`src/rtl/neocore_pkg.sv`:
```
// Shared width helpers and forward-code encoding for the hazard scoreboard.
// Contents:
//   rw_width   - register address width for a register count
//   lw_width   - countdown width able to hold 0..max_lat
//   fw_width   - operand-select width for stages*issue_w writers + rf + long unit
//   fwd_encode - select code for in-flight writer (stage s, slot k)
//   fwd_lc     - select code for the long-unit writeback port
package neocore_pkg;

    localparam int unsigned FWD_RF = 0;

    function automatic int unsigned rw_width(input int unsigned num_regs);
        int unsigned w;
        w = $clog2(num_regs);
        return (w < 1) ? 1 : w;
    endfunction

    function automatic int unsigned lw_width(input int unsigned max_lat);
        int unsigned w;
        w = $clog2(max_lat + 1);
        return (w < 1) ? 1 : w;
    endfunction

    function automatic int unsigned fw_width(input int unsigned stages, input int unsigned issue_w);
        int unsigned w;
        w = $clog2(stages * issue_w + 2);
        return (w < 1) ? 1 : w;
    endfunction

    function automatic int unsigned fwd_encode(input int unsigned s, input int unsigned k,
                                               input int unsigned issue_w);
        return 1 + s * issue_w + k;
    endfunction

    function automatic int unsigned fwd_lc(input int unsigned stages, input int unsigned issue_w);
        return stages * issue_w + 1;
    endfunction

endpackage

```
`src/rtl/hazard_scoreboard_if.sv`:
```
// Bundle of all ID-stage, in-flight-writer and result signals of the hazard scoreboard.
// master: pipeline side (drives ID bundle, stage writers, hold/flush; receives selects/issue).
// slave : scoreboard side.
interface hazard_scoreboard_if
    import neocore_pkg::*;
#(
    parameter int unsigned ISSUE_W  = 2,
    parameter int unsigned NUM_REGS = 16,
    parameter int unsigned STAGES   = 3,
    parameter int unsigned MAX_LAT  = 8
);
    localparam int unsigned RW = rw_width(NUM_REGS);
    localparam int unsigned LW = lw_width(MAX_LAT);
    localparam int unsigned FW = fw_width(STAGES, ISSUE_W);

    // ID bundle
    logic [ISSUE_W-1:0]                   id_valid;
    logic [ISSUE_W-1:0]                   id_rd_we;
    logic [ISSUE_W-1:0]                   id_mem_read;
    logic [ISSUE_W-1:0]                   id_long;
    logic [ISSUE_W-1:0][RW-1:0]           id_rs1;
    logic [ISSUE_W-1:0][RW-1:0]           id_rs2;
    logic [ISSUE_W-1:0][RW-1:0]           id_rd;
    logic [ISSUE_W-1:0][LW-1:0]           id_long_lat;
    // in-flight writers and long-unit writeback
    logic [STAGES-1:0][ISSUE_W-1:0]         st_valid;
    logic [STAGES-1:0][ISSUE_W-1:0]         st_rd_we;
    logic [STAGES-1:0][ISSUE_W-1:0][RW-1:0] st_rd;
    logic                                   lc_valid;
    logic [RW-1:0]                          lc_rd;
    // pipeline control
    logic                                   pipe_hold;
    logic                                   flush;
    // results
    logic [ISSUE_W-1:0][FW-1:0]           fwd_a;
    logic [ISSUE_W-1:0][FW-1:0]           fwd_b;
    logic [ISSUE_W-1:0]                   issue_mask;
    logic                                 stall;
    logic                                 flush_ex;
    logic                                 split;
    logic [NUM_REGS-1:0]                  sb_busy;
    logic [31:0]                          perf_stall;
    logic [31:0]                          perf_split;

    modport master (
        output id_valid, id_rd_we, id_mem_read, id_long, id_rs1, id_rs2, id_rd, id_long_lat,
        output st_valid, st_rd_we, st_rd, lc_valid, lc_rd, pipe_hold, flush,
        input  fwd_a, fwd_b, issue_mask, stall, flush_ex, split, sb_busy, perf_stall, perf_split
    );

    modport slave (
        input  id_valid, id_rd_we, id_mem_read, id_long, id_rs1, id_rs2, id_rd, id_long_lat,
        input  st_valid, st_rd_we, st_rd, lc_valid, lc_rd, pipe_hold, flush,
        output fwd_a, fwd_b, issue_mask, stall, flush_ex, split, sb_busy, perf_stall, perf_split
    );

endinterface

```
`src/rtl/hazard_scoreboard_issue_prefix_sel.sv`:
```
// issue_prefix_sel: combines scoreboard hazards with intra-bundle dependences and
// selects the longest in-order prefix of valid, hazard-free slots.
// Ports:
//   valid, rd_we, rs1, rs2, rd - per-slot ID decode
//   sb_haz                     - per-slot scoreboard hazard (busy rs1/rs2/rd)
//   block                      - hold or flush: nothing issues
//   hazard_c                   - per-slot combined hazard
//   issue_mask_c               - issued prefix
module issue_prefix_sel #(
    parameter int unsigned ISSUE_W = 2,
    parameter int unsigned RW      = 4
) (
    input  logic [ISSUE_W-1:0]         valid,
    input  logic [ISSUE_W-1:0]         rd_we,
    input  logic [ISSUE_W-1:0][RW-1:0] rs1,
    input  logic [ISSUE_W-1:0][RW-1:0] rs2,
    input  logic [ISSUE_W-1:0][RW-1:0] rd,
    input  logic [ISSUE_W-1:0]         sb_haz,
    input  logic                       block,
    output logic [ISSUE_W-1:0]         hazard_c,
    output logic [ISSUE_W-1:0]         issue_mask_c
);

    logic run;

    // Older slot j writing anything slot k touches (RAW or WAW) serialises k behind j.
    always_comb begin
        hazard_c     = sb_haz;
        issue_mask_c = '0;
        run          = 1'b1;
        for (int k = 0; k < ISSUE_W; k++) begin
            for (int j = 0; j < k; j++) begin
                if (valid[j] && rd_we[j] && (rd[j] != '0)) begin
                    if ((rd[j] == rs1[k]) || (rd[j] == rs2[k]) ||
                        (rd_we[k] && (rd[j] == rd[k]))) begin
                        hazard_c[k] = 1'b1;
                    end
                end
            end
            run             = run & valid[k] & ~hazard_c[k];
            issue_mask_c[k] = run & ~block;
        end
    end

endmodule

```
`src/rtl/hazard_scoreboard.sv`:
```
// hazard_scoreboard: multi-issue ID-stage hazard unit. Keeps a per-register
// countdown of outstanding load/long-op results, selects forwarding sources,
// decides the issued prefix of the bundle and raises stall/split.
// Ports:
//   clk, rst_n - clock, asynchronous active-low reset
//   bus        - hazard_scoreboard_if.slave (ID bundle, stage writers, results)
// Optional feature: define HAZARD_SCOREBOARD_PERF_EN for saturating stall/split
// counters; otherwise perf_stall/perf_split are tied to zero.
module hazard_scoreboard
    import neocore_pkg::*;
#(
    parameter int unsigned ISSUE_W  = 2,
    parameter int unsigned NUM_REGS = 16,
    parameter int unsigned STAGES   = 3,
    parameter int unsigned MAX_LAT  = 8,
    parameter int unsigned LD_LAT   = 1
) (
    input logic                 clk,
    input logic                 rst_n,
    hazard_scoreboard_if.slave  bus
);

    localparam int unsigned RW = rw_width(NUM_REGS);
    localparam int unsigned LW = lw_width(MAX_LAT);
    localparam int unsigned FW = fw_width(STAGES, ISSUE_W);

    logic [NUM_REGS-1:0][LW-1:0] cnt_q;
    logic [NUM_REGS-1:0][LW-1:0] cnt_nxt;
    logic [ISSUE_W-1:0]          sb_haz_c;
    logic [ISSUE_W-1:0]          hazard_c;
    logic [ISSUE_W-1:0]          issue_mask_c;
    logic [ISSUE_W-1:0][FW-1:0]  fwd_a_c;
    logic [ISSUE_W-1:0][FW-1:0]  fwd_b_c;
    logic                        stall_c;
    logic                        split_c;

    function automatic logic [LW-1:0] clamp_lat(input logic [LW-1:0] lat);
        if (lat == '0) begin
            return LW'(1);
        end else if (lat > LW'(MAX_LAT)) begin
            return LW'(MAX_LAT);
        end
        return lat;
    endfunction

    // Operand source select: written lowest priority first so later writes win
    // (lc < higher stage < lower stage; within a stage the higher slot wins).
    always_comb begin
        fwd_a_c = '0;
        fwd_b_c = '0;
        for (int unsigned k = 0; k < ISSUE_W; k++) begin
            if (bus.lc_valid) begin
                if (bus.lc_rd == bus.id_rs1[k]) fwd_a_c[k] = FW'(fwd_lc(STAGES, ISSUE_W));
                if (bus.lc_rd == bus.id_rs2[k]) fwd_b_c[k] = FW'(fwd_lc(STAGES, ISSUE_W));
            end
            for (int unsigned si = 0; si < STAGES; si++) begin
                for (int unsigned j = 0; j < ISSUE_W; j++) begin
                    if (bus.st_valid[STAGES-1-si][j] && bus.st_rd_we[STAGES-1-si][j]) begin
                        if (bus.st_rd[STAGES-1-si][j] == bus.id_rs1[k])
                            fwd_a_c[k] = FW'(fwd_encode(STAGES-1-si, j, ISSUE_W));
                        if (bus.st_rd[STAGES-1-si][j] == bus.id_rs2[k])
                            fwd_b_c[k] = FW'(fwd_encode(STAGES-1-si, j, ISSUE_W));
                    end
                end
            end
            // r0 is hardwired: always read from the register file
            if (bus.id_rs1[k] == '0) fwd_a_c[k] = FW'(FWD_RF);
            if (bus.id_rs2[k] == '0) fwd_b_c[k] = FW'(FWD_RF);
        end
    end

    // Scoreboard hazard per slot; cnt_q[0] is held at zero so r0 never hazards.
    always_comb begin
        sb_haz_c = '0;
        for (int unsigned k = 0; k < ISSUE_W; k++) begin
            sb_haz_c[k] = (cnt_q[bus.id_rs1[k]] != '0) ||
                          (cnt_q[bus.id_rs2[k]] != '0) ||
                          (bus.id_rd_we[k] && (cnt_q[bus.id_rd[k]] != '0));
        end
    end

    issue_prefix_sel #(
        .ISSUE_W (ISSUE_W),
        .RW      (RW)
    ) u_prefix (
        .valid        (bus.id_valid),
        .rd_we        (bus.id_rd_we),
        .rs1          (bus.id_rs1),
        .rs2          (bus.id_rs2),
        .rd           (bus.id_rd),
        .sb_haz       (sb_haz_c),
        .block        (bus.pipe_hold | bus.flush),
        .hazard_c     (hazard_c),
        .issue_mask_c (issue_mask_c)
    );

    assign stall_c = bus.id_valid[0] & hazard_c[0] & ~bus.pipe_hold & ~bus.flush;
    assign split_c = (issue_mask_c != '0) && (issue_mask_c != bus.id_valid);

    // Countdown next state: decrement when not held, then issued sets override.
    // Flush only suppresses new sets; outstanding ops still retire.
    always_comb begin
        cnt_nxt = cnt_q;
        if (!bus.pipe_hold) begin
            for (int unsigned r = 0; r < NUM_REGS; r++) begin
                if (cnt_q[r] != '0) cnt_nxt[r] = cnt_q[r] - LW'(1);
            end
        end
        for (int unsigned k = 0; k < ISSUE_W; k++) begin
            if (issue_mask_c[k] && bus.id_rd_we[k] && (bus.id_rd[k] != '0)) begin
                if (bus.id_long[k]) begin
                    cnt_nxt[bus.id_rd[k]] = clamp_lat(bus.id_long_lat[k]);
                end else if (bus.id_mem_read[k]) begin
                    cnt_nxt[bus.id_rd[k]] = LW'(LD_LAT);
                end
            end
        end
        cnt_nxt[0] = '0;
    end

    always_ff @(posedge clk or negedge rst_n) begin
        if (!rst_n) begin
            cnt_q <= '0;
        end else begin
            cnt_q <= cnt_nxt;
        end
    end

    always_comb begin
        bus.sb_busy = '0;
        for (int unsigned r = 0; r < NUM_REGS; r++) begin
            bus.sb_busy[r] = (cnt_q[r] != '0);
        end
    end

    assign bus.fwd_a      = fwd_a_c;
    assign bus.fwd_b      = fwd_b_c;
    assign bus.issue_mask = issue_mask_c;
    assign bus.stall      = stall_c;
    assign bus.flush_ex   = stall_c;
    assign bus.split      = split_c;

`ifdef HAZARD_SCOREBOARD_PERF_EN
    logic [31:0] perf_stall_q;
    logic [31:0] perf_split_q;

    // Saturating event counters
    always_ff @(posedge clk or negedge rst_n) begin
        if (!rst_n) begin
            perf_stall_q <= '0;
            perf_split_q <= '0;
        end else begin
            if (stall_c && (perf_stall_q != '1)) perf_stall_q <= perf_stall_q + 32'd1;
            if (split_c && (perf_split_q != '1)) perf_split_q <= perf_split_q + 32'd1;
        end
    end

    assign bus.perf_stall = perf_stall_q;
    assign bus.perf_split = perf_split_q;
`else
    assign bus.perf_stall = '0;
    assign bus.perf_split = '0;
`endif

endmodule

```
`src/flat_wrapper.sv`:
```
// flat-port wrapper written by rule: the top's interface ports become plain ports
module hazard_scoreboard_flat import neocore_pkg::*;
#(
    parameter int unsigned ISSUE_W  = 2,
    parameter int unsigned NUM_REGS = 16,
    parameter int unsigned STAGES   = 3,
    parameter int unsigned MAX_LAT  = 8,
    parameter int unsigned LD_LAT   = 1
)
  (clk, rst_n, bus_id_valid, bus_id_rd_we, bus_id_mem_read, bus_id_long, bus_id_rs1, bus_id_rs2, bus_id_rd, bus_id_long_lat, bus_st_valid, bus_st_rd_we, bus_st_rd, bus_lc_valid, bus_lc_rd, bus_pipe_hold, bus_flush, bus_fwd_a, bus_fwd_b, bus_issue_mask, bus_stall, bus_flush_ex, bus_split, bus_sb_busy, bus_perf_stall, bus_perf_split);
  hazard_scoreboard_if #(.ISSUE_W(ISSUE_W), .NUM_REGS(NUM_REGS), .STAGES(STAGES), .MAX_LAT(MAX_LAT)) bus_i ();
  input logic clk;
  input logic rst_n;
  input wire logic [$bits(bus_i.id_valid)-1:0] bus_id_valid;
  input wire logic [$bits(bus_i.id_rd_we)-1:0] bus_id_rd_we;
  input wire logic [$bits(bus_i.id_mem_read)-1:0] bus_id_mem_read;
  input wire logic [$bits(bus_i.id_long)-1:0] bus_id_long;
  input wire logic [$bits(bus_i.id_rs1)-1:0] bus_id_rs1;
  input wire logic [$bits(bus_i.id_rs2)-1:0] bus_id_rs2;
  input wire logic [$bits(bus_i.id_rd)-1:0] bus_id_rd;
  input wire logic [$bits(bus_i.id_long_lat)-1:0] bus_id_long_lat;
  input wire logic [$bits(bus_i.st_valid)-1:0] bus_st_valid;
  input wire logic [$bits(bus_i.st_rd_we)-1:0] bus_st_rd_we;
  input wire logic [$bits(bus_i.st_rd)-1:0] bus_st_rd;
  input wire logic [$bits(bus_i.lc_valid)-1:0] bus_lc_valid;
  input wire logic [$bits(bus_i.lc_rd)-1:0] bus_lc_rd;
  input wire logic [$bits(bus_i.pipe_hold)-1:0] bus_pipe_hold;
  input wire logic [$bits(bus_i.flush)-1:0] bus_flush;
  output wire logic [$bits(bus_i.fwd_a)-1:0] bus_fwd_a;
  output wire logic [$bits(bus_i.fwd_b)-1:0] bus_fwd_b;
  output wire logic [$bits(bus_i.issue_mask)-1:0] bus_issue_mask;
  output wire logic [$bits(bus_i.stall)-1:0] bus_stall;
  output wire logic [$bits(bus_i.flush_ex)-1:0] bus_flush_ex;
  output wire logic [$bits(bus_i.split)-1:0] bus_split;
  output wire logic [$bits(bus_i.sb_busy)-1:0] bus_sb_busy;
  output wire logic [$bits(bus_i.perf_stall)-1:0] bus_perf_stall;
  output wire logic [$bits(bus_i.perf_split)-1:0] bus_perf_split;
  assign bus_i.id_valid = bus_id_valid;
  assign bus_i.id_rd_we = bus_id_rd_we;
  assign bus_i.id_mem_read = bus_id_mem_read;
  assign bus_i.id_long = bus_id_long;
  assign bus_i.id_rs1 = bus_id_rs1;
  assign bus_i.id_rs2 = bus_id_rs2;
  assign bus_i.id_rd = bus_id_rd;
  assign bus_i.id_long_lat = bus_id_long_lat;
  assign bus_i.st_valid = bus_st_valid;
  assign bus_i.st_rd_we = bus_st_rd_we;
  assign bus_i.st_rd = bus_st_rd;
  assign bus_i.lc_valid = bus_lc_valid;
  assign bus_i.lc_rd = bus_lc_rd;
  assign bus_i.pipe_hold = bus_pipe_hold;
  assign bus_i.flush = bus_flush;
  assign bus_fwd_a = bus_i.fwd_a;
  assign bus_fwd_b = bus_i.fwd_b;
  assign bus_issue_mask = bus_i.issue_mask;
  assign bus_stall = bus_i.stall;
  assign bus_flush_ex = bus_i.flush_ex;
  assign bus_split = bus_i.split;
  assign bus_sb_busy = bus_i.sb_busy;
  assign bus_perf_stall = bus_i.perf_stall;
  assign bus_perf_split = bus_i.perf_split;
  hazard_scoreboard #(.ISSUE_W(ISSUE_W), .NUM_REGS(NUM_REGS), .STAGES(STAGES), .MAX_LAT(MAX_LAT), .LD_LAT(LD_LAT)) u_core (.clk(clk), .rst_n(rst_n), .bus(bus_i));
endmodule
```
`config.mk`:
```
export PLATFORM = sky130hd
export DESIGN_NAME = hazard_scoreboard_flat
export DESIGN_NICKNAME = d
export VERILOG_FILES = /design/src/rtl/neocore_pkg.sv /design/src/rtl/hazard_scoreboard_if.sv /design/src/rtl/hazard_scoreboard_issue_prefix_sel.sv /design/src/rtl/hazard_scoreboard.sv /design/src/flat_wrapper.sv
export SDC_FILE = /design/constraint.sdc
export NUM_CORES = 1
export LEC_CHECK = 0
export ABC_AREA = 0
export CORE_ASPECT_RATIO = 1.75
export CORE_MARGIN = 2
export CORE_UTILIZATION = 40
export CTS_CLUSTER_SIZE = 28
export DETAILED_ROUTE_END_ITERATION = 8
export DONT_BUFFER_PORTS = 1
export HOLD_SLACK_MARGIN = 0.15
export PLACE_DENSITY = 0.56
export SETUP_SLACK_MARGIN = 0.2
export SLEW_MARGIN = 30
export SYNTH_ARGS = -nofsm -noshare
export SYNTH_HDL_FRONTEND = slang
export SYNTH_HIERARCHICAL = 1
export SYNTH_SLANG_ARGS = --single-unit
```
`constraint.sdc`:
```
create_clock -name clk -period 7.4 [get_ports clk]
set_clock_uncertainty 0.2 [all_clocks]
set_input_delay 1.48 -clock clk [delete_from_list [all_inputs] [get_ports clk]]
set_output_delay 1.48 -clock clk [all_outputs]
set_load 0.01 [all_outputs]
```
==> results of run 1 <==
-- worst max-delay path, cell delays in order --
cell	delay [ns]
sky130_fd_sc_hd__nand2b_1	0.16
sky130_fd_sc_hd__nor3_1	0.06
sky130_fd_sc_hd__a2111oi_0	0.41
sky130_fd_sc_hd__o311ai_1	0.17
sky130_fd_sc_hd__nor4_1	0.24
sky130_fd_sc_hd__nand2_1	0.18
sky130_fd_sc_hd__nor3b_1	0.22
sky130_fd_sc_hd__buf_4	0.19
sky130_fd_sc_hd__nand2_1	0.07
sky130_fd_sc_hd__nor4_2	0.69
sky130_fd_sc_hd__o21ai_0	0.23
sky130_fd_sc_hd__a22o_1	0.31
-- per-stage QoR --
| stage | power [mW] | hold slack [ns] | cells | instance area, um^2 |
|---|---|---|---|---|
| 2_1_floorplan | 1.57 | 0.475 | 1134 | 8060 |
| 5_1_grt | 2.40 | 0.613 | 1268 | 7950 |
| 6_report | 2.24 | 0.559 | 1269 | 7950 |
| 3_5_place_dp | 1.77 | 0.549 | 1252 | 7640 |
| 3_3_place_gp | 1.76 | 0.546 | 1252 | 7640 |
| 4_1_cts | 2.22 | 0.565 | 1268 | 7940 |
-- layout make-up --
cell class,count,area share
clock buffer,12,0.0323
inverter,42,0.0198
sequential,60,0.189
multi-input combinational,901,0.707
clock inverter,4,0.00598
antenna,1,0.000315
tap,241,0.0379
timing repair buffer,8,0.00755
-- worst min path at each step --
stage	to	slack, ns	cells past startpoint
4_1_cts	u_core/cnt_q[6]	0.57	4
3_3_place_gp	u_core/cnt_q[46]	0.55	4
5_1_grt	u_core/cnt_q[34]	0.61	4
6_report	u_core/cnt_q[6]	0.56	4
3_5_place_dp	u_core/cnt_q[6]	0.55	4
2_1_floorplan	u_core/cnt_q[10]	0.48	4
-- layer usage --
metal | up-vias | track usage
li1 | 3578 | -
met2 | 390 | 0.499
met3 | 120 | 0.0613
met5 | - | 0
met1 | 3708 | 0.248
met4 | 0 | 0.203
-- power by group --
| group | switching [mW] | internal [mW] | leakage (nW) |
|---|---|---|---|
| combinational | 0.611 | 0.508 | 2.11 |
| clock | 0.158 | 0.278 | 0.149 |
| sequential | 0.193 | 0.492 | 0.719 |
| total | 0.961 | 1.28 | 2.98 |
==> metrics list, run 1 <==
- IO Pins: 182
* Remaining Overflow, GRT: 0
* Area taken by flip-flops and latches: 1500 um^2
- Once layout is complete, the utilization of the core stands at 0.414.
- Crit path DAT: 4.42 ns
- Path depth of the worst reg2reg path: 15
- Routed signal wires occupy layers up through met4.
* Wire length on met1: 9390 um
* Highest-count cells in the layout ignoring fill and taps: sky130_fd_sc_hd__nand2_1 (102), sky130_fd_sc_hd__xnor2_1 (102), sky130_fd_sc_hd__nor2_1 (101), sky130_fd_sc_hd__conb_1 (65)
- STA classifies the critical path endpoint as an output pin.
- The congestion estimate from routability-driven global placement came to 0.971.
- Critical path data required time: 5.72 ns
- Root buf cell: sky130_fd_sc_hd__clkbuf_16
- From bottom edge to top edge, the die measures 189 um.
- Worst-case vdd ir drop: 0.141 mV
* Area occupied by multi-input gates: 5630 um^2
- Number of global-route vias before repair: 7335
- DIE WIDTH: 110 um
* Initial core utilization: 0.407
* PortBufs: 0
- Top reg by flops: u_core/cnt_q
- Measured against its own limit, the worst slew margin works out to 0.330.
- The worst hold path begins at u_core/cnt_q[6].
- In this run the critical register-to-register path is launched from u_core/cnt_q[46].
* Status: complete, no violations
* Via Count: 7796
* Total of cells resized after clock tree synthesis: 0
- During synthesis, Yosys emitted a total of 6 warnings.
- Regs by FF count: u_core/cnt_q (60)
* Syn Inst Count: 1070
* Reg clk slew, reported paths: 0.06 ns
* Pins Over Slew Limit: 0
- Worst setup slack after placement: 1.34 ns
- The tightest min-delay check is of the reg2reg type.
- In this run the cell area of the synthesized design comes to 7820 um^2.
- Rows: 67
* Clk sink count: 60
* Critical path endpoint: bus_split
- The pre-antenna-repair detailed-routing pass consisted of 5 iterations.
- Number of buffers between clock root and the deepest sink: 2
- Along the worst path, the maximum fanout reaches 11.
- Layout cell share with drive strength beyond 1: 0.0438
- Setup slack on the worst reg-to-reg path comes out at 2.20 ns.
- Across every metal layer, demand over resource in global routing totals 0.271.
* Area of the core: 19200 um^2
- Final #Nets: 1122
* Number of fillers in the final layout: 2042
* Placed wire-length estimate: 21900 um
- Summed over all layers, the routed wires come to 28700 um.
- Die Outline Area: 20700 um^2
* Actual slew at the worst max-slew pin: 0.995 ns
- The detailed router finished its first iteration with 614 violations.
- Compared with the post-synthesis result, the final layout area differs by 1.66%.
- Each instance of the synthesized netlist takes up on average 7.31 um^2.
- WL/cell: 22.6 um
* DRC violation count after routing: 0
- H-tree levels: 3
- The number of antenna violations at the first check in global routing was 0.
- The register with the most flip-flops in the layout has 60 of them.
- Detail Route met2 WL: 15200 um
- Endpoint of the worst-slack reg-to-reg timing path: u_core/cnt_q[13]
- Setup repair after global routing left no endpoint under its margin.
- Timing would allow up to 164 MHz.
- The number of hold violations in the final report is 0.
* Insertion delay of the later-clocked pin in the worst-skew pair: 0.34 ns
- Wire length on met3: 2000 um
- For this design, the CTS-stage hold fixing added 0 buffers.
- CTS tree: done
* # setup viols final: 0
- Across the run, the number of max-cap violations was 0.
* Number of buffers inserted during clock tree synthesis: 9
* Global-route wire length before repair: 42000 um
- The critical path starts at bus_id_rs1[2].
* Total negative slack for setup checks: 0 ns
* LEAKAGE: 2.98 nW
- Power per Cell Area: 282 nW/um^2
- The number of setup buffers added after CTS is 0.
- STA classifies the critical path startpoint as a primary input.
- Time the worst path needs with I/O delays and setup: 6.10 ns
- Final period utilization: 0.824
- Entering global routing, the biggest net connects 61 pins.
- Post-route worst setup slack: 1.30 ns
- Drt via density: 6.14
* Type of the worst setup path: in2out
* Post-DRT Antenna Nets: 0
(Power assumes the default switching activity.)
==> run 2: changes to the inputs <==
--- a/config.mk
+++ b/config.mk
@@ -13,7 +13,7 @@
 export DETAILED_ROUTE_END_ITERATION = 8
 export DONT_BUFFER_PORTS = 1
 export HOLD_SLACK_MARGIN = 0.15
-export PLACE_DENSITY = 0.56
+export PLACE_DENSITY = 0.58
 export SETUP_SLACK_MARGIN = 0.2
 export SLEW_MARGIN = 30
 export SYNTH_ARGS = -nofsm -noshare
==> constraint.sdc (replaced) <==
create_clock -name clk -period 5.2 [get_ports clk]
set_clock_uncertainty 0.2 [all_clocks]
set_input_delay 1.04 -clock clk [delete_from_list [all_inputs] [get_ports clk]]
set_output_delay 1.04 -clock clk [all_outputs]
set_load 0.01 [all_outputs]
==> run 2 against run 1 <==
Against the previous run:
- core utilization grew 0.52 points
- worst setup slack lost 0.90 ns
- final area grew 1.3%
- global-route usage shrank 0.24 points
- register-to-register slack lost 1.3 ns
- critical endpoint unchanged
- power grew 44%
- count of clock-buffer cells in the layout shrank 3
- via count shrank 1.2%
- largest cell class unchanged
==> metrics list, run 2 (synthesis results as in run 1) <==
* Die extent in y: 189 um
- Area growth from synthesis to layout: 2.94%
- More flip-flops sit in one register than any other, and that register is u_core/cnt_q.
* Global-route wire length before repair: 41800 um
* Initial antenna violation count: 0
- The congestion estimate from routability-driven global placement came to 0.936.
- Rows: 67
- The worst hold path belongs to the class in2async.
- With fillers left out, the area of the finished cells amounts to 8050 um^2.
- The finished layout holds 1279 standard cells, fillers aside.
- For this design the ratio of total power to cell area is 399 nW/um^2.
* Regs by FF count: u_core/cnt_q (60)
* CTS tree: done
- In this run the post-CTS setup repair buffer count came out at 0.
- The die is 110 um wide.
- The total overflow left after global routing is 0.
- After filler insertion, the fill cell instance count of the layout stands at 2003.
- In this run the remaining antenna-violating nets after routing total 0.
- Counting every sink on the clock net gives 60.
- Worst setup slack after placement: 0.742 ns
- Highest-count cells in the layout ignoring fill and taps: sky130_fd_sc_hd__nand2_1 (102), sky130_fd_sc_hd__xnor2_1 (102), sky130_fd_sc_hd__nor2_1 (102), sky130_fd_sc_hd__conb_1 (65)
- For the pin with the worst max-slew slack, the measured transition is 0.959 ns.
- Area of the core: 19200 um^2
* Number of buffers inserted during clock tree synthesis: 9
- Detailed placement ended at an HPWL of 21600 um.
- Via Count: 7702
- Including well taps, the total number of placed cells is 1263.
* Pins Over Slew Limit: 0
- At the worst endpoint, the required time is 3.96 ns.
- Based on the critical path, the design can be clocked at up to 209 MHz.
- Reg clk slew, reported paths: 0.06 ns
- Clock latency on the worst-skew pair, taken at its later pin, is 0.34 ns.
* Total negative slack for setup checks: 0 ns
- Setup repair after global routing left no endpoint under its margin.
* Status: complete, no violations
- In this run the deepest clock path goes through 2 buffers.
* Final #Nets: 1133
- Total power for the finished layout comes to 3.22 mW.
* PortBufs: 0
* # setup viols final: 0
- Once routing completed, OpenROAD measured the worst setup slack at 0.409 ns.
- The worst setup path is of the reg2out kind.
* Hold violation count in the final report: 0
* H-tree levels: 3
- The initial utilization of the core area, before any placement, comes to 0.407.
- DRC violation count after routing: 0
- Number of search-and-repair iterations in the first detailed-routing pass: 7
* Crit path DAT: 3.55 ns
- LEAKAGE: 3.05 nW
- IO Pins: 182
- Startpoint type of the worst setup path: flip-flop
- Count of inserted antenna diode cells: 0
- In the final layout, the share of cells above drive strength 1 is 0.0530.
- Slew headroom: 0.359
- Worst hold slack: 0.190 ns
- Total of cells resized after clock tree synthesis: 0
- WL/cell: 22.0 um
- Die Outline Area: 20700 um^2
- Entering global routing, the biggest net connects 61 pins.
* Drt via density: 6.02
- Root buf cell: sky130_fd_sc_hd__clkbuf_16
- Total Routing Usage GR: 0.269
- After clock tree synthesis, the flow added hold-fix buffers numbering 0.
- Of the available clock period, the critical path in the final layout requires 0.921.
- Max-capacitance violation count: 0
- Final wirelength: 28100 um
* Drt first-iter violations: 616
* Worst-case vdd ir drop: 0.184 mV
- The number of global-route vias before repair was 7442.
* Utilization of the core after routing: 0.419
* CP Capture Type: output pin
* Flip-flop count of the largest register, all copies and words added: 60
- Along the worst path, the maximum fanout reaches 6.
- Time the worst path needs with I/O delays and setup: 4.79 ns
- Post-placement cell area: 7730 um^2
run 2: changes by cell type in the layout (fill, tap and decap cells not counted), moves of 2 or more:
cell / delta
sky130_fd_sc_hd__buf_4: +11
sky130_fd_sc_hd__clkinv_4: +3
sky130_fd_sc_hd__nor4_2: -3
sky130_fd_sc_hd__clkbuf_8: -2
sky130_fd_sc_hd__nor4_1: +2
run 2: path summary, 6_finish.rpt:
| check | from | endpoint | slack [ns] | cells after the start |
|---|---|---|---|---|
| min in group clk | u_core/cnt_q[10] | u_core/cnt_q[10] | 0.56 | 4 |
| max in group asynchronous | rst_n | u_core/cnt_q[55] | 4.47 | 0 |
| worst max-delay path | u_core/cnt_q[53] | bus_split | 0.41 | 10 |
| worst min register to register | u_core/cnt_q[10] | u_core/cnt_q[10] | 0.56 | 4 |
| worst min-delay path | rst_n | u_core/cnt_q[15] | 0.19 | 0 |
| worst max register to register | u_core/cnt_q[53] | u_core/cnt_q[17] | 0.88 | 13 |
run 2: area by class of cell:
cell class                 count  area (um^2)  area share
timing repair buffer          19          143      0.0177
clock buffer                   9          225      0.0280
multi-input combinational    901         5620       0.698
tap                          241          302      0.0374
clock inverter                 7          100      0.0124
sequential                    60         1500       0.186
inverter                      42          158      0.0196
run 2: routing by layer:
metal  routed length, um  vias up  part of all wire  track usage
li1                    -     3608                 -            -
met1                9230     3646              0.33        0.249
met2               14900      342              0.53        0.500
met3                1840      106             0.065       0.0582
met4                2120        0             0.075        0.190
met5                   0        -                 0            0
run 2: where the power goes:
part / switching [mW] / internal, mW
sequential: 0.260 / 0.701
clock: 0.231 / 0.422
combinational: 0.861 / 0.741
total: 1.35 / 1.86
run 2: worst max-delay path: stages, from the launching register on:
cell and delay [ns]:
sky130_fd_sc_hd__dfrtp_1 0.42, sky130_fd_sc_hd__nor4_4 0.59, sky130_fd_sc_hd__mux2_1 0.22, sky130_fd_sc_hd__nor3b_1 0.05, sky130_fd_sc_hd__or4_1 0.50, sky130_fd_sc_hd__nor4_1 0.31
sky130_fd_sc_hd__nand3_1 0.23, sky130_fd_sc_hd__nor4_4 0.31, sky130_fd_sc_hd__buf_4 0.20, sky130_fd_sc_hd__o21ai_0 0.10, sky130_fd_sc_hd__a22o_1 0.27
==> run 3: changes to the inputs <==
--- a/config.mk
+++ b/config.mk
@@ -5,14 +5,13 @@
 export SDC_FILE = /design/constraint.sdc
 export NUM_CORES = 1
 export LEC_CHECK = 0
-export ABC_AREA = 0
+export ABC_AREA = 1
 export CORE_ASPECT_RATIO = 1.75
 export CORE_MARGIN = 2
 export CORE_UTILIZATION = 40
 export CTS_CLUSTER_SIZE = 28
 export DETAILED_ROUTE_END_ITERATION = 8
 export DONT_BUFFER_PORTS = 1
-export HOLD_SLACK_MARGIN = 0.15
 export PLACE_DENSITY = 0.58
 export SETUP_SLACK_MARGIN = 0.2
 export SLEW_MARGIN = 30
==> run 3 against run 2 <==
Against the previous run:
- area after synthesis grew 9.4%
- count of clock-buffer cells in the layout grew 3
- critical path depth increased by 8
- register-to-register slack improved by 0.31 ns
- global-route usage up 4.3 points
- hold slack gained 0.0011 ns
- final cell count rose by 37%
==> metrics list, run 3 <==
- The run finished with clean final reports.
* LEAKAGE: 4.56 nW
- Maximum fanout count along the critical path: 5
* Count of inserted antenna diode cells: 0
- Most frequent cells after synthesis: sky130_fd_sc_hd__nand2_1 (564), sky130_fd_sc_hd__nor2_1 (156), sky130_fd_sc_hd__inv_1 (143), sky130_fd_sc_hd__nand3_1 (120), sky130_fd_sc_hd__o21ai_0 (107)
- STA classifies the critical path startpoint as a flip-flop.
- Crit path DAT: 3.19 ns
* Placed wire-length estimate: 27500 um
* Number of buffers between clock root and the deepest sink: 2
- Power spread over the standard cell area amounts to 386 nW/um^2.
- Drt first-iter violations: 826
- The final-report max-slew violation count came to 0.
* Final #Nets: 1601
- In this run, distinct cell masters in the synthesized netlist total 44.
- Flip-flop count of the largest register, all copies and words added: 60
- In this run the horizontal extent of the chip is 115 um.
- Summing all placed instances gives a cell area of 8490 um^2.
- Synth area leader: sky130_fd_sc_hd__nand2_1
* Die Outline Area: 22600 um^2
- The most common cell in the synthesized netlist is sky130_fd_sc_hd__nand2_1.
- The critical path in this run is classified as reg2out.
- With fillers left out, the area of the finished cells amounts to 8740 um^2.
- H-tree levels: 3
- The Yosys step of the flow raised 6 warnings.
- Pin placement for this block handled 182 I/O pins.
* DRC violation count after routing: 0
* Total Routing Usage GR: 0.312
- STA classifies the critical path endpoint as an output pin.
- After detailed routing, the number of vias per cell comes to 5.60.
- Hold violation count in the final report: 0
- A synthesized cell averages 5.63 um^2.
- Leaving out fill and tap cells, the most frequent cell in the layout is sky130_fd_sc_hd__nand2_1.
- For the worst setup path, the data required time is 3.96 ns.
* Count of flip-flops with a built-in enable after synthesis: 0
- In this run the remaining antenna-violating nets after routing total 0.
* RSZ-0062 raised after global routing: no
* Syn Inst Count: 1521
- Yosys attributes the largest share of cell area to sky130_fd_sc_hd__nand2_1 (25%), sky130_fd_sc_hd__dfrtp_1 (18%), sky130_fd_sc_hd__xor2_1 (7.2%).
* Final wirelength: 35700 um
- The floorplan has 70 rows.
- Die extent in y: 197 um
* Reg clk slew, reported paths: 0.06 ns
* Path type of the worst min-delay path: in2async
* Portion of the post-synthesis area used by sequential elements: 0.175
- Of the total synthesized cell area, the portion taken by AND, OR, NAND and NOR gates is 0.433.
- Layout cell share with drive strength beyond 1: 0.0385
* Highest-count cells in the layout ignoring fill and taps: sky130_fd_sc_hd__nand2_1 (564), sky130_fd_sc_hd__nor2_1 (156), sky130_fd_sc_hd__inv_1 (143), sky130_fd_sc_hd__nand3_1 (120), sky130_fd_sc_hd__o21ai_0 (107)
* Regs by FF count: u_core/cnt_q (60)
- Remaining Overflow, GRT: 0
- Number of buffers inserted during clock tree synthesis: 9
- Largest family of logic cells by synthesized area: simple AND/OR/NAND/NOR gates
* Compound-cell area share of the yosys netlist: 0.124
- During placement, the flow inserted port buffers numbering 0.
- Initial antenna violation count: 0
* Max-capacitance violation count: 0
- The first detailed-routing pass ran for 8 iterations.
- In this run the standard cell core region covers 20900 um^2.
- Routability congestion estimate: 1.05
* # setup viols final: 0
- After synthesis, the share of flip-flops with an asynchronous set or reset is 1.00.
- Area share of the leading cell type in the synthesized netlist: 0.247
- Xor and xnor fraction of the mapped netlist area: 0.0983
- Clock latency on the worst-skew pair, taken at its later pin, is 0.35 ns.
* Area growth from synthesis to layout: 2.15%
- Number of global-route vias before repair: 9320
- Initial core utilization: 0.409
* Post-synthesis instance area: 8560 um^2
- The first global-routing pass estimated 52400 um of wire.
- TritonCTS built the clock tree.
- Peak clock frequency supported by timing: 226 MHz
- Entering global routing, the biggest net connects 61 pins.
- For the pin with the worst max-slew slack, the measured transition is 0.900 ns.
* Hold buffers post-CTS: 0
- Clk sink count: 60
* Post-synthesis adder-cell area fraction: 0.0219
- # Post-CTS Setup Buffers: 0
- Root buf cell: sky130_fd_sc_hd__clkbuf_16
- The number of gates resized after CTS was 0.
- The worst pin sits at a relative slew slack of 0.398.
- Worst-case vdd ir drop: 0.181 mV
* Final period utilization: 0.852
- For the final routed database, the setup TNS stands at 0 ns.
- Main flop type after synthesis: sky130_fd_sc_hd__dfrtp_1
- After detailed routing, the average wire length per cell comes to 20.3 um.
- Ranked by flip-flop count, first place goes to u_core/cnt_q.
* Via Count: 9835
- Time the worst path needs with I/O delays and setup: 4.43 ns
- Multiplexer share of the synthesized area: 0
- Synthesized flop and latch total: 60
-- run 3: cells by family (layout without fill, tap and decap cells) --
| kind of cell | Yosys count | after routing |
|---|---|---|
| flops | 60 | 60 |
| other cells | 1 | 65 |
| buf+inv | 256 | 176 |
| compound gates | 197 | 197 |
| xor+xnor | 96 | 96 |
| fa+ha+maj | 15 | 15 |
| simple gates | 896 | 896 |
-- run 3: worst max-delay path, stage by stage, from the launching register on --
cell	delay, ns
sky130_fd_sc_hd__dfrtp_1	0.39
sky130_fd_sc_hd__nor2_1	0.35
sky130_fd_sc_hd__nand2_1	0.30
sky130_fd_sc_hd__nand2_1	0.15
sky130_fd_sc_hd__nand2_1	0.06
sky130_fd_sc_hd__inv_1	0.04
sky130_fd_sc_hd__nand2_1	0.05
sky130_fd_sc_hd__nand2_1	0.05
sky130_fd_sc_hd__nand2_1	0.05
sky130_fd_sc_hd__inv_1	0.07
sky130_fd_sc_hd__nand2_1	0.05
sky130_fd_sc_hd__nor2_1	0.12
sky130_fd_sc_hd__nand2_1	0.11
sky130_fd_sc_hd__nor3b_1	0.21
sky130_fd_sc_hd__buf_4	0.20
sky130_fd_sc_hd__nand2_1	0.07
sky130_fd_sc_hd__nor2_2	0.21
sky130_fd_sc_hd__xnor2_1	0.10
sky130_fd_sc_hd__a21oi_1	0.26
-- run 3: area by class of cell --
type | count | area [um^2]
timing repair buffer | 7 | 52.6
clock inverter | 3 | 15.0
multi-input combinational | 1269 | 6040
fill | 2343 | 12200
sequential | 60 | 1500
inverter | 154 | 578
clock buffer | 12 | 236
tap | 252 | 315
-- run 3: path summary, 6_finish.rpt --
kind	end	cells past startpoint	slack [ns]	from
setup / recovery	bus_split	18	0.77	u_core/cnt_q[17]
hold / removal	u_core/cnt_q[5]	0	0.19	rst_n
setup reg to reg	u_core/cnt_q[48]	23	1.19	u_core/cnt_q[17]
hold reg to reg	u_core/cnt_q[20]	4	0.45	u_core/cnt_q[20]
max in group asynchronous	u_core/cnt_q[26]	0	4.48	rst_n
min in group clk	u_core/cnt_q[20]	4	0.45	u_core/cnt_q[20]
-- run 3: routing by layer --
layer	GRT usage	wire, um	up-vias
met1	0.288	11400	4483
li1	-	-	4641
met4	0.264	3360	0
met2	0.565	18200	530
met5	0	0	-
met3	0.0703	2810	181
-- run 3: through the flow --
stage                util  power (mW)  std cells  setup WS (ns)  hold slack, ns
detailed placement  0.405        2.79       1742          0.869           0.435
CTS                 0.418        3.34       1757          0.848           0.180
global route        0.418        3.66       1757          0.581           0.180
finish              0.418        3.37       1757          0.771           0.192
floorplan               -        2.32       1585          0.676           0.393
global placement    0.405        2.77       1742          0.920           0.434
-- run 3: power by group --
| part | internal (mW) | switching, mW | total [mW] |
|---|---|---|---|
| combinational | 0.666 | 1.26 | 1.93 |
| sequential | 0.713 | 0.204 | 0.917 |
| clock | 0.317 | 0.208 | 0.525 |
| total | 1.70 | 1.67 | 3.37 |
